--- src/rtl/mc14500_pkg.sv ---
// rtl/mc14500_pkg.sv - shared types for the MC14500B fetch/decode path
package mc14500_pkg;

    localparam int OPCODE_WIDTH = 4;

    typedef enum logic [OPCODE_WIDTH-1:0] {
        NOPO = 4'h0,
        LD   = 4'h1,
        LDC  = 4'h2,
        AND  = 4'h3,
        ANDC = 4'h4,
        OR   = 4'h5,
        ORC  = 4'h6,
        XNOR = 4'h7,
        STO  = 4'h8,
        STOC = 4'h9,
        IEN  = 4'hA,
        OEN  = 4'hB,
        JMP  = 4'hC,
        RTN  = 4'hD,
        SKZ  = 4'hE,
        NOPF = 4'hF
    } opcode_e;

    typedef enum logic [1:0] {
        PC_INC  = 2'b00,
        PC_JMP  = 2'b01,
        PC_RTN  = 2'b10,
        PC_CALL = 2'b11
    } pc_op_e;

    typedef enum logic [2:0] {
        ST_IDLE    = 3'd0,
        ST_READ    = 3'd1,
        ST_WAIT    = 3'd2,
        ST_PRESENT = 3'd3,
        ST_RELEASE = 3'd4
    } fetch_state_e;

endpackage

--- src/rtl/instr_decode.sv ---
// rtl/instr_decode.sv - opcode to program-counter operation map
module instr_decode
    import mc14500_pkg::*;
(
    input  opcode_e opcode,
    output pc_op_e  pc_op
);

    always_comb begin
        pc_op = PC_INC;
        case (opcode)
            JMP:     pc_op = PC_JMP;
            RTN:     pc_op = PC_RTN;
            NOPF:    pc_op = PC_CALL;
            default: pc_op = PC_INC;
        endcase
    end

endmodule

--- src/rtl/instruction_fetch.sv ---
// rtl/instruction_fetch.sv - MC14500B fetch stage with req/ack handshakes
// Optional SKZ skip squashing is enabled by defining SKZ_SQUASH_EN (adds port rr).
module instruction_fetch
    import mc14500_pkg::*;
#(
    parameter int ADDR_WIDTH    = 8,
    parameter int OPERAND_WIDTH = 8,
    parameter int MEM_LATENCY   = 1
) (
    input  logic                                  clk,
    input  logic                                  reset_n,
    input  logic [ADDR_WIDTH-1:0]                 pc_address,
    output logic                                  mem_rd,
    output logic [ADDR_WIDTH-1:0]                 mem_addr,
    input  logic [OPCODE_WIDTH+OPERAND_WIDTH-1:0] mem_data,
    input  logic                                  req_prev,
    output logic                                  ack_prev,
    output logic                                  req_next,
    input  logic                                  ack_next,
    output logic [OPCODE_WIDTH-1:0]               opcode,
    output logic [OPERAND_WIDTH-1:0]              operand,
    output logic [1:0]                            pc_op,
    output logic [ADDR_WIDTH-1:0]                 jump_target
`ifdef SKZ_SQUASH_EN
    ,
    input  logic                                  rr
`endif
);

    localparam int LAT_W = (MEM_LATENCY > 1) ? $clog2(MEM_LATENCY) : 1;

    fetch_state_e               state, state_d;
    logic [LAT_W-1:0]           lat_cnt;
    logic                       start, capture;
    opcode_e                    opcode_q, word_opcode, cap_opcode;
    logic [OPERAND_WIDTH-1:0]   operand_q, word_operand, cap_operand;
    pc_op_e                     pc_op_w;

    assign word_opcode  = opcode_e'(mem_data[OPERAND_WIDTH +: OPCODE_WIDTH]);
    assign word_operand = mem_data[OPERAND_WIDTH-1:0];

    // A held req_prev cannot refetch: RELEASE only exits once req_prev is low.
    always_comb begin
        state_d  = state;
        start    = 1'b0;
        capture  = 1'b0;
        mem_rd   = 1'b0;
        req_next = 1'b0;
        ack_prev = 1'b0;
        case (state)
            ST_IDLE: begin
                if (req_prev && !ack_next) begin
                    start   = 1'b1;
                    state_d = ST_READ;
                end
            end
            ST_READ: begin
                mem_rd  = 1'b1;
                state_d = ST_WAIT;
            end
            ST_WAIT: begin
                if (lat_cnt == '0) begin
                    capture = 1'b1;
                    state_d = ST_PRESENT;
                end
            end
            ST_PRESENT: begin
                req_next = 1'b1;
                ack_prev = 1'b1;
                if (ack_next) state_d = ST_RELEASE;
            end
            ST_RELEASE: begin
                ack_prev = 1'b1;
                if (!req_prev && !ack_next) state_d = ST_IDLE;
            end
            default: state_d = ST_IDLE;
        endcase
    end

    always_ff @(posedge clk or negedge reset_n) begin
        if (!reset_n) begin
            state     <= ST_IDLE;
            lat_cnt   <= '0;
            mem_addr  <= '0;
            opcode_q  <= NOPO;
            operand_q <= '0;
        end else begin
            state <= state_d;
            if (start) mem_addr <= pc_address;
            if (state == ST_READ) begin
                lat_cnt <= LAT_W'(MEM_LATENCY - 1);
            end else if (state == ST_WAIT && lat_cnt != '0) begin
                lat_cnt <= lat_cnt - 1'b1;
            end
            if (capture) begin
                opcode_q  <= cap_opcode;
                operand_q <= cap_operand;
            end
        end
    end

`ifdef SKZ_SQUASH_EN
    // Set only when the SKZ word lands with rr low, so it directly means "squash the next word".
    logic skip_pending;

    always_ff @(posedge clk or negedge reset_n) begin
        if (!reset_n) begin
            skip_pending <= 1'b0;
        end else if (capture) begin
            skip_pending <= !skip_pending && (word_opcode == SKZ) && !rr;
        end
    end

    assign cap_opcode  = skip_pending ? NOPO : word_opcode;
    assign cap_operand = skip_pending ? '0 : word_operand;
`else
    assign cap_opcode  = word_opcode;
    assign cap_operand = word_operand;
`endif

    instr_decode u_decode (
        .opcode (opcode_q),
        .pc_op  (pc_op_w)
    );

    assign opcode  = opcode_q;
    assign operand = operand_q;
    assign pc_op   = pc_op_w;

    generate
        if (OPERAND_WIDTH >= ADDR_WIDTH) begin : g_jt_trunc
            assign jump_target = operand_q[ADDR_WIDTH-1:0];
        end else begin : g_jt_zext
            assign jump_target = {{(ADDR_WIDTH-OPERAND_WIDTH){1'b0}}, operand_q};
        end
    endgenerate

endmodule

--- config.mk ---
export PLATFORM = sky130hd
export DESIGN_NAME = instruction_fetch
export DESIGN_NICKNAME = d
export VERILOG_FILES = /design/src/rtl/mc14500_pkg.sv /design/src/rtl/instr_decode.sv /design/src/rtl/instruction_fetch.sv
export SDC_FILE = /design/constraint.sdc
export NUM_CORES = 1
export LEC_CHECK = 0
export ABC_AREA = 1
export CELL_PAD_IN_SITES_DETAIL_PLACEMENT = 0
export CELL_PAD_IN_SITES_GLOBAL_PLACEMENT = 1
export CORE_ASPECT_RATIO = 1.25
export CORE_MARGIN = 5
export CORE_UTILIZATION = 25
export DETAILED_ROUTE_END_ITERATION = 16
export HOLD_SLACK_MARGIN = 0.06
export PLACE_DENSITY = 0.66
export REMOVE_ABC_BUFFERS = 1
export SETUP_SLACK_MARGIN = 0.15
export SLEW_MARGIN = 10
export SYNTH_ARGS = -nofsm -noshare
export SYNTH_HDL_FRONTEND = slang
export SYNTH_HIERARCHICAL = 1
export SYNTH_SLANG_ARGS = --single-unit
--- constraint.sdc ---
create_clock -name clk -period 2.63 [get_ports clk]
set_input_delay 0.526 -clock clk [delete_from_list [all_inputs] [get_ports clk]]
set_output_delay 0.526 -clock clk [all_outputs]
set_load 0.01 [all_outputs]
==> results of run 1 <==
cells by family after synthesis:
kind of cell	Yosys count
DFF	24
AOI/OAI and AO/OA	21
buffers and inverters	41
and+or+nand+nor	53
per-layer routing:
| metal | vias to the layer above | wire (um) |
|---|---|---|
| met5 | - | 0 |
| met3 | 5 | 133 |
| met2 | 30 | 1553 |
| met4 | 0 | 51 |
| met1 | 452 | 1013 |
| li1 | 506 | - |
per-stage QoR:
| step | worst slack [ns] | hold slack [ns] | power [mW] |
|---|---|---|---|
| floorplan | 1.261 | 0.2304 | 1.242 |
| global placement | 0.7767 | 0.4683 | 1.829 |
| detailed placement | 0.7427 | 0.4773 | 1.856 |
| CTS | 0.4349 | 0.4996 | 2.120 |
| global route | 0.3985 | 0.5165 | 2.257 |
| finish | 0.4539 | 0.4920 | 2.076 |
worst max path at each step:
stage,startpoint,end,depth (start not counted)
CTS,state[1]$_DFFE_PN0P_,ack_prev,4
detailed placement,state[1]$_DFFE_PN0P_,ack_prev,4
finish,state[1]$_DFFE_PN0P_,ack_prev,4
global placement,state[1]$_DFFE_PN0P_,ack_prev,4
global route,state[1]$_DFFE_PN0P_,ack_prev,4
floorplan,state[1]$_DFFE_PN0P_,ack_prev,2
final cells by class:
type                            count  area, um^2
Fill cell                         494        2943
Sequential cell                    24       600.6
Timing Repair Buffer               57       568.0
Multi-Input combinational cell     74       445.4
Inverter                           30       112.6
Tap cell                           60       75.07
Clock buffer                        4       55.05
state kept, by name (all words and copies together) (netlist names):
register	cells
opcode	4
lat_cnt	1
state	3
jump_target	8
mem_addr	8
worst min-delay path, stage by stage (launching register included):
cell and delay (ns):
dfrtp_1 0.35, nand2_1 0.06, o21ai_2 0.05
power groups by stage:
| stage | clock, mW | sequential, mW | combinational, mW |
|---|---|---|---|
| 2_1_floorplan | 0 | 0.784 | 0.458 |
| 4_1_cts | 0.265 | 0.701 | 1.15 |
| 6_report | 0.249 | 0.696 | 1.13 |
| 3_3_place_gp | 0 | 0.695 | 1.13 |
| 5_1_grt | 0.276 | 0.725 | 1.26 |
| 3_5_place_dp | 0 | 0.707 | 1.15 |
layout by cell type (no fill, tap or decap), drive strengths merged:
cell type and n:
buf 1, nand4 1, o21ai 21, clkdlybuf4s50 56, dfrtp 24, nand2 40, nand3 5, nor2 7
inv 30, clkbuf 4
==> key figures, run 1 <==
Run status
  • Outcome: complete, no violations

Route
  • Final wirelength: around 2.8 mm
  • 1st-pass router iterations: 4
  • Antenna violation net count after detailed routing: 0
  • Initial drt markers: 39
  • Vias after detailed routing: roughly 1000
  • Routed length per instance: about 11 um
  • Post-DR vias/cell: 3.988
  • Drt drc: 0

Finish
  • Design area: roughly 0.0019 mm^2
  • Final #Nets: about 210
  • Final Non-Filler Cells: around 250
  • Proportion of layout cells with a drive suffix above 1: 0.1905
  • Util after Layout: 0.3869
  • Ant diodes: 0
  • Area Overhead vs Synth: 48.25%

Placed design
  • DP Area: 0.001802 mm^2
  • Final Wtd Congestion: a little over 0.7
  • Port Buf Inserts: 56
  • Dpl cells: approximately 250
  • DPL Wire Length: between 2 and 2.5 mm

Setup path
  • CP arrival: between 1.5 and 2 ns
  • RR Startpoint: state[2]$_DFFE_PN0P_
  • Critical path data required time: between 2 and 2.5 ns
  • FF-to-FF End: jump_target[6]$_DFFE_PN0P_
  • Worst setup SP type: flop
  • CP delay by family, top: buffers and inverters
  • R2R setup slack: about 1.3 ns
  • Crit Path Category: reg2out
  • Crit-path cells: nor2_2, nand2_1, o21ai_0, clkdlybuf4s50_1
  • Critical path's largest stage delay: 0.56 ns
  • Slowest stage cell, crit path: clkdlybuf4s50_1
  • CP max FO: 6
  • CP Capture Type: output port
  • Critical path buffers and inverters: 1
  • R2R depth: 4

Clock network
  • Clock Sinks: 24
  • Num CTS Buffers: 3
  • Post-CTS setup buffers: 0
  • Deepest clock path buffer count: 2
  • Post-CTS sizing: 0
  • Clk_lat worst skew: 0.26 ns
  • Post-cts hold buffer count: 0
  • CTS tree: yes
  • H-tree depth: 1
  • Reg clk slew, reported paths: 0.08 ns
  • CTS root buffer: clkbuf_8

STA
  • Final critical-path share of the clock period: 0.8274
  • RSZ-0062 raised after global routing: false
  • Final Max Slew Viols: 0
  • Final Skew: roughly 0.0025 ns
  • Crit path time final: ~2.2 ns
  • Setup violators final: 0
  • Hold Vio Cnt, Final: 0
  • TNS Setup: 0 ns
  • Rel. slew slack: 0.7713
  • Fmax: about 460 MHz
  • Worst-margin pin slew: roughly 0.34 ns

GRT
  • Total congestion overflow: 0
  • Number of global-route vias before repair: around 1100
  • Met3 Resource Use GR: 0.02025
  • GRT met1 Usage: 0.1000
  • Met2 usage: 0.1635
  • Largest net degree at the start of global routing: 25
  • Initial antenna violation count: 0
  • Total GRT Usage: 0.09065
  • First-pass GRT wire length: approximately 4.7 mm
  • Layer with the highest usage: met2

Synthesis
  • Synth Cell Area: about 0.0013 mm^2
  • Synth Area in Adders: 0
  • XOR/XNOR Fraction of Synth Area: 0
  • Largest family of logic cells by synthesized area: simple AND/OR/NAND/NOR gates
  • Post-Syn Instances: around 140
  • Simple-Gate Fraction of Synth Area: 0.2118
  • Synth Area in Compound Gates: 0.1439
  • Synth cell count leaders: nand2_1 (36), inv_1 (29), dfrtp_1 (24), o21ai_2 (20), buf_4 (8)
  • Yosys reg bits: 24
  • Sequential-to-total area share from yosys stat: 0.4795
  • Multiplexer share of the synthesized area: 0
  • Cell taking the most area after synthesis: dfrtp_1
  • Synth area leaders: dfrtp_1 (48%), o21ai_2 (14%), nand2_1 (11%), inv_1 (8.7%), buf_4 (4.8%)
  • Area share of the leading cell type in the synthesized netlist: 0.4795
  • Average size of a mapped cell: 9.010 um^2
  • Most frequent cell after synthesis: nand2_1
  • Post-synth EDFFs: 0
  • Top FF cell, synth: dfrtp_1
  • Yosys warnings: 6
  • Distinct cells, synth: 15
  • FFs w/ async S/R, synth: 1.000

Worst hold path
  • Hold crit path type: reg2reg
  • Hold path startpoint: mem_addr[2]$_DFFE_PN0P_
  • Worst Hold Depth: 2
  • Worst hold path endpoint: mem_addr[2]$_DFFE_PN0P_

Flow run
  • Max-cap viol count: 0

Floorplanning
  • Cell Rows: 28
  • Ports: 57
  • Area of the core: around 0.0048 mm^2
  • DIE AREA: ~0.0065 mm^2
  • Die Y: just under 90 um
  • Initial Util: 0.2609
  • DIE WIDTH: between 70 and 80 um

Pwr
  • Sw Ratio: 0.3840
  • Pleak: 0.8975 nW
  • Internal power: around 1.3 mW
  • Power Dens Cells: about 1100 mW/mm^2
  • Worst vdd ir: 0.0004379 V
  • Gate power share: 0.545
  • Part of the power in the clock network: 0.120
  • P_sw: 0.7971 mW
  • Sequential power share: 0.335
Power figures use the tool's default switching activity.
==> inputs of run 2 (changes only) <==
Clock period 2.63 ns to 2.2 ns, I/O delays scaled along.
==> key figures, run 2 (synthesis results as in run 1) <==
Clock network
  • H-tree depth: 1
  • Post-cts hold buffer count: 0
  • Reg clk slew, reported paths: ~0.080 ns
  • Clock Sinks: 24
  • Clk_lat worst skew: 0.26 ns
  • CTS root buffer: clkbuf_8
  • Deepest clock path buffer count: 2
  • Num CTS Buffers: 3
  • CTS tree: yes

Route
  • Routed length per instance: ~11 um
  • Vias after detailed routing: between 1000 and 1500
  • 1st-pass router iterations: 4
  • Final wirelength: about 2.8 mm
  • Initial drt markers: 51
  • Post-DR vias/cell: 4.020
  • Antenna violation net count after detailed routing: 0
  • Drt drc: 0

Worst hold path
  • Hold crit path type: reg2reg
  • Worst Hold Depth: 2

STA
  • RSZ-0062 raised after global routing: false
  • TNS Setup: 0 ns
  • Final critical-path share of the clock period: 0.9067
  • Fmax: between 500 and 600 MHz
  • Final Skew: between 0.003 and 0.004 ns
  • Worst-margin pin slew: ~0.34 ns
  • Hold Vio Cnt, Final: 0
  • Setup violators final: 0
  • Final Max Slew Viols: 0
  • Rel. slew slack: 0.7734
  • Crit path time final: roughly 2.0 ns
  • Worst hold margin: roughly 0.5 ns

Floorplanning
  • Initial Util: 0.2609
  • DIE WIDTH: 73.31 um
  • DIE AREA: 0.006534 mm^2
  • Area of the core: approximately 0.0048 mm^2
  • Ports: 57
  • Die Y: between 80 and 90 um
  • Cell Rows: 28

Setup path
  • Critical path buffers and inverters: 1
  • CP arrival: 1.55 ns
  • Critical path data required time: 1.76 ns
  • CP Depth: 4
  • Slowest stage cell, crit path: clkdlybuf4s50_1
  • CP max FO: 4
  • CP delay by family, top: buffers and inverters
  • Crit Path Category: reg2out
  • CP Capture Type: output port
  • Critical path's largest stage delay: about 0.56 ns
  • R2R depth: 5
  • R2R setup slack: around 0.8 ns
  • Worst setup SP type: flop
  • Crit-path cells: nor2_4, nand2_1, o21ai_0, clkdlybuf4s50_1

Pwr
  • Worst vdd ir: roughly 0.00052 V
  • Pleak: just over 0.9 nW
  • Power Dens Cells: 1342 mW/mm^2
  • Sw Ratio: 0.3823
  • P_sw: ~0.96 mW
  • Internal power: about 1.6 mW
  • Sequential power share: 0.331
  • Gate power share: 0.551
  • Part of the power in the clock network: 0.118

GRT
  • Number of global-route vias before repair: roughly 1100
  • Total congestion overflow: 0
  • Total GRT Usage: 0.09112
  • Initial antenna violation count: 0
  • First-pass GRT wire length: around 4.7 mm
  • Largest net degree at the start of global routing: 25

Placed design
  • DP Area: 0.001802 mm^2
  • Final Wtd Congestion: between 0.7 and 0.8
  • DPL Wire Length: around 2.2 mm
  • Port Buf Inserts: between 50 and 60

Flow run
  • Max-cap viol count: 0

Finish
  • Final #Nets: 216
  • Design area: around 0.0019 mm^2
  • Area Overhead vs Synth: 50.15%
  • Ant diodes: 0
  • Util after Layout: 0.3918
  • Proportion of layout cells with a drive suffix above 1: 0.2147
  • Commonest non-fill, non-tap cell in the layout: clkdlybuf4s50_1
  • Most frequent cells in the layout: clkdlybuf4s50_1 (56), nand2_1 (36), inv_1 (29)

Run status
  • Outcome: complete, no violations
==> run 2: cell types whose count changed in the layout (fill, tap and decap cells not counted) <==
| cell | change |
|---|---|
| buf_4 | +2 |
| dfrtp_1 | -3 |
| dfrtp_2 | +3 |
| nor2_2 | -1 |
| nor2_4 | +1 |
==> run 2: repair_timing <==
item / 4_1_cts / 5_1_grt
setup buffers: 0 / 2
setup endpoints to repair: 1 / 2
pin swaps: 0 / 0
resized for setup: 3 / 1
==> run 2: area by class of cell <==
class / count / area (um^2)
clock buffer: 4 / 55.05
fill: 494 / 2919
inverter: 30 / 112.6
multi-input combinational: 74 / 450.4
sequential: 24 / 604.3
tap: 60 / 75.07
timing repair buffer: 59 / 583.1
==> run 2: power by group through the flow <==
stage	Combinational, mW	Clock (mW)	Sequential [mW]
2_1_floorplan	0.548	0	0.937
3_3_place_gp	1.36	0	0.830
3_5_place_dp	1.37	0	0.845
4_1_cts	1.38	0.317	0.848
5_1_grt	1.54	0.330	0.871
6_report	1.39	0.298	0.835
==> run 2: worst paths after layout <==
check / endpoint / startpoint
worst max-delay path: ack_prev / state[0]$_DFFE_PN0P_
worst min-delay path: mem_addr[2]$_DFFE_PN0P_ / mem_addr[2]$_DFFE_PN0P_
worst max register to register: jump_target[6]$_DFFE_PN0P_ / state[0]$_DFFE_PN0P_
worst min register to register: mem_addr[2]$_DFFE_PN0P_ / mem_addr[2]$_DFFE_PN0P_
max in group asynchronous: state[1]$_DFFE_PN0P_ / reset_n
min in group asynchronous: opcode[1]$_DFFE_PN0P_ / reset_n
==> run 2: through the flow <==
stage               power (mW)  cells  setup WS [ns]
global route             2.741    251         0.1552
global placement         2.186    245         0.4328
detailed placement       2.219    245         0.3987
finish                   2.523    251         0.2052
floorplan                1.485    128         0.9170
CTS                      2.548    249         0.1646
==> run 2: routing by layer <==
layer / track usage / routed length, um
met2: 0.1644 / 1585
met5: 0 / 0
met4: 0.04283 / 51
met1: 0.1007 / 1015
met3: 0.02025 / 119
==> run 2: tightest hold or removal path: stages, from the launching register on <==
cell     delay, ns
dfrtp_1       0.35
nand2_1       0.06
o21ai_2       0.05
==> inputs of run 3 (changes only) <==
Settings changed: ABC_AREA 1 to default, CORE_UTILIZATION 25 to 29, PLACE_DENSITY 0.66 to 0.75.
==> key figures, run 3 <==
STA
  • Worst hold margin: 0.5072 ns
  • RSZ-0062 raised after global routing: false
  • Fmax: ~500 MHz
  • Worst-margin pin slew: about 0.30 ns
  • Final Skew: ~0.0022 ns
  • Hold Vio Cnt, Final: 0
  • Worst setup margin: roughly 0.21 ns
  • Rel. slew slack: 0.7968
  • Setup violators final: 0
  • Final Max Slew Viols: 0
  • Crit path time final: 1.991 ns
  • Final critical-path share of the clock period: 0.9049

Floorplanning
  • Ports: between 50 and 60
  • Area of the core: ~0.0035 mm^2
  • DIE WIDTH: between 60 and 70 um
  • Die Y: 78.03 um
  • Cell Rows: 24
  • Initial Util: 0.3030
  • DIE AREA: 0.005026 mm^2

Pwr
  • Pleak: 0.7235 nW
  • Sequential power share: 0.338
  • Sw Ratio: 0.3155
  • Part of the power in the clock network: 0.117
  • Total power draw: 2.498 mW
  • Gate power share: 0.545
  • Worst vdd ir: roughly 0.00057 V
  • P_sw: just under 0.8 mW
  • Power Dens Cells: approximately 1500 mW/mm^2
  • Internal power: approximately 1.7 mW

Synthesis
  • FFs w/ async S/R, synth: 1.000
  • Post-synth EDFFs: 0
  • Synth Cell Area: 0.001074 mm^2
  • Area share of the leading cell type in the synthesized netlist: 0.5594
  • Yosys warnings: 6
  • Sequential-to-total area share from yosys stat: 0.5594
  • Synth area leaders: dfrtp_1 (56%), mux2_2 (13%), mux2_4 (11%), buf_4 (6.3%), xnor2_1 (1.6%)
  • Cell taking the most area after synthesis: dfrtp_1
  • Top FF cell, synth: dfrtp_1
  • Most frequent cell after synthesis: dfrtp_1
  • Post-Syn Instances: 76
  • Synth cell count leaders: dfrtp_1 (24), mux2_2 (12), buf_4 (9), mux2_4 (8), nor2_1 (3)
  • Yosys reg bits: 24
  • Average size of a mapped cell: 14.13 um^2
  • Distinct cells, synth: 22

GRT
  • Total congestion overflow: 0
  • Initial antenna violation count: 0
  • First-pass GRT wire length: ~3.8 mm
  • Largest net degree at the start of global routing: 25
  • Layer with the highest usage: met2
  • Met3 Resource Use GR: 0.03000
  • Number of global-route vias before repair: between 800 and 900
  • Total GRT Usage: 0.09716
  • Met2 usage: 0.1550
  • GRT met1 Usage: 0.1200

Worst hold path
  • Hold crit path type: reg2reg
  • Hold path startpoint: lat_cnt$_DFFE_PN0P_
  • Worst hold path endpoint: lat_cnt$_DFFE_PN0P_
  • Worst Hold Depth: 1

Setup path
  • CP Capture Type: output port
  • Critical path buffers and inverters: 1
  • R2R setup slack: between 0.4 and 0.5 ns
  • Worst setup SP type: flop
  • Crit Path Category: reg2out
  • CP arrival: approximately 1.6 ns
  • Crit-path cells: nor3b_1, clkdlybuf4s50_1
  • RR Startpoint: state[0]$_DFFE_PN0P_
  • R2R depth: 4
  • Critical path's largest stage delay: ~0.57 ns
  • Critical path data required time: 1.76 ns
  • Slowest stage cell, crit path: clkdlybuf4s50_1
  • CP max FO: 9
  • FF-to-FF End: mem_addr[0]$_DFFE_PN0P_
  • CP delay by family, top: buffers and inverters

Route
  • Drt drc: 0
  • Initial drt markers: 20
  • Antenna violation net count after detailed routing: 0
  • Post-DR vias/cell: 4.629
  • 1st-pass router iterations: 4
  • Vias after detailed routing: between 700 and 800
  • Final wirelength: 2.434 mm
  • Routed length per instance: about 15 um

Clock network
  • CTS root buffer: clkbuf_8
  • Num CTS Buffers: 3
  • H-tree depth: 1
  • CTS tree: yes
  • Clk_lat worst skew: 0.26 ns
  • Reg clk slew, reported paths: 0.08 ns
  • Deepest clock path buffer count: 2
  • Post-cts hold buffer count: 0
  • Clock Sinks: 24

Finish
  • Proportion of layout cells with a drive suffix above 1: 0.2656
  • Register Area: 603.1 um^2
  • Final Non-Filler Cells: 167
  • Final #Nets: between 150 and 200
  • Area Overhead vs Synth: 56.41%
  • Fillers: about 340
  • Multi-input logic area: just under 400 um^2
  • Commonest non-fill, non-tap cell in the layout: clkdlybuf4s50_1
  • Util after Layout: 0.4739
  • Most frequent cells in the layout: clkdlybuf4s50_1 (55), dfrtp_1 (22), mux2_2 (12)
  • Ant diodes: 0

Run status
  • Outcome: complete, no violations

Placed design
  • DPL Wire Length: approximately 1.9 mm
  • Final Wtd Congestion: about 0.8
  • Port Buf Inserts: 56
  • Setup WS pre-CTS: -0.005817 ns
  • Dpl cells: approximately 160

Flow run
  • Max-cap viol count: 0
-- run 3: cell count changes after synthesis, moves of 4 or more --
cell	delta
inv_1	-29
mux2_2	+12
mux2_4	+8
nand2_1	-34
nand2_2	-4
nand3_1	-4
o21ai_2	-20
-- run 3: cell families after synthesis --
group | Yosys count | synth area share
flops | 24 | 0.5594
mux | 20 | 0.2378
simple gates | 14 | 0.07693
buf+inv | 11 | 0.07691
compound gates | 5 | 0.03263
xor+xnor | 2 | 0.01632
-- run 3: worst reg2reg max path: cells and delay by family (launching register included) --
kind / cells / cell delay, ns
simple gates: 2 / 0.71
flops: 1 / 0.45
mux: 1 / 0.31
buf+inv: 1 / 0.19
-- run 3: power groups by stage --
stage	registers (mW)	logic (mW)	clock network, mW
final	0.845	1.36	0.292
after floorplan	0.953	0.488	0
after global placement	0.842	1.36	0
after CTS	0.847	1.38	0.304
after global routing	0.884	1.44	0.324
after detailed placement	0.853	1.39	0
-- run 3: metal layers --
layer	part of all wire	vias to the layer above
met5	0	-
met2	0.50	35
met1	0.40	374
met4	0.018	0
met3	0.077	7
li1	-	357
-- run 3: how the worst max path moves through the flow --
stage | from | end | slack (ns) | cells past startpoint
2_1_floorplan | state[0]$_DFFE_PN0P_ | jump_target[0]$_DFFE_PN0P_ | 0.44 | 3
3_3_place_gp | req_prev | mem_addr[3]$_DFFE_PN0P_ | 0.02 | 5
3_5_place_dp | req_prev | mem_addr[0]$_DFFE_PN0P_ | -0.006 | 5
4_1_cts | state[2]$_DFFE_PN0P_ | mem_rd | 0.20 | 2
5_1_grt | state[2]$_DFFE_PN0P_ | mem_rd | 0.15 | 2
6_report | state[2]$_DFFE_PN0P_ | mem_rd | 0.21 | 2
-- run 3: timing repair --
| item | in CTS | in global routing |
|---|---|---|
| buffers inserted | 0 | 0 |
| pin swaps | 0 | 0 |
| gates cloned | 0 | 0 |
| endpoints found under the hold margin | 0 | 0 |
| endpoints found under the setup margin | 1 | 1 |
| resized for setup | 1 | 2 |
-- run 3: final cells by class --
| cell class | count | share of cell area |
|---|---|---|
| clock buffer | 4 | 0.03279 |
| multi-input combinational | 41 | 0.2325 |
| sequential | 24 | 0.3592 |
| tap | 39 | 0.02906 |
| timing repair buffer | 59 | 0.3465 |
-- run 3: metrics by stage --
step | TNS (ns) | instance area, um^2
finish | 0 | 1679
global route | 0 | 1679
CTS | 0 | 1677
detailed placement | -0.009228 | 1623
global placement | 0 | 1623
floorplan | 0 | 991.0
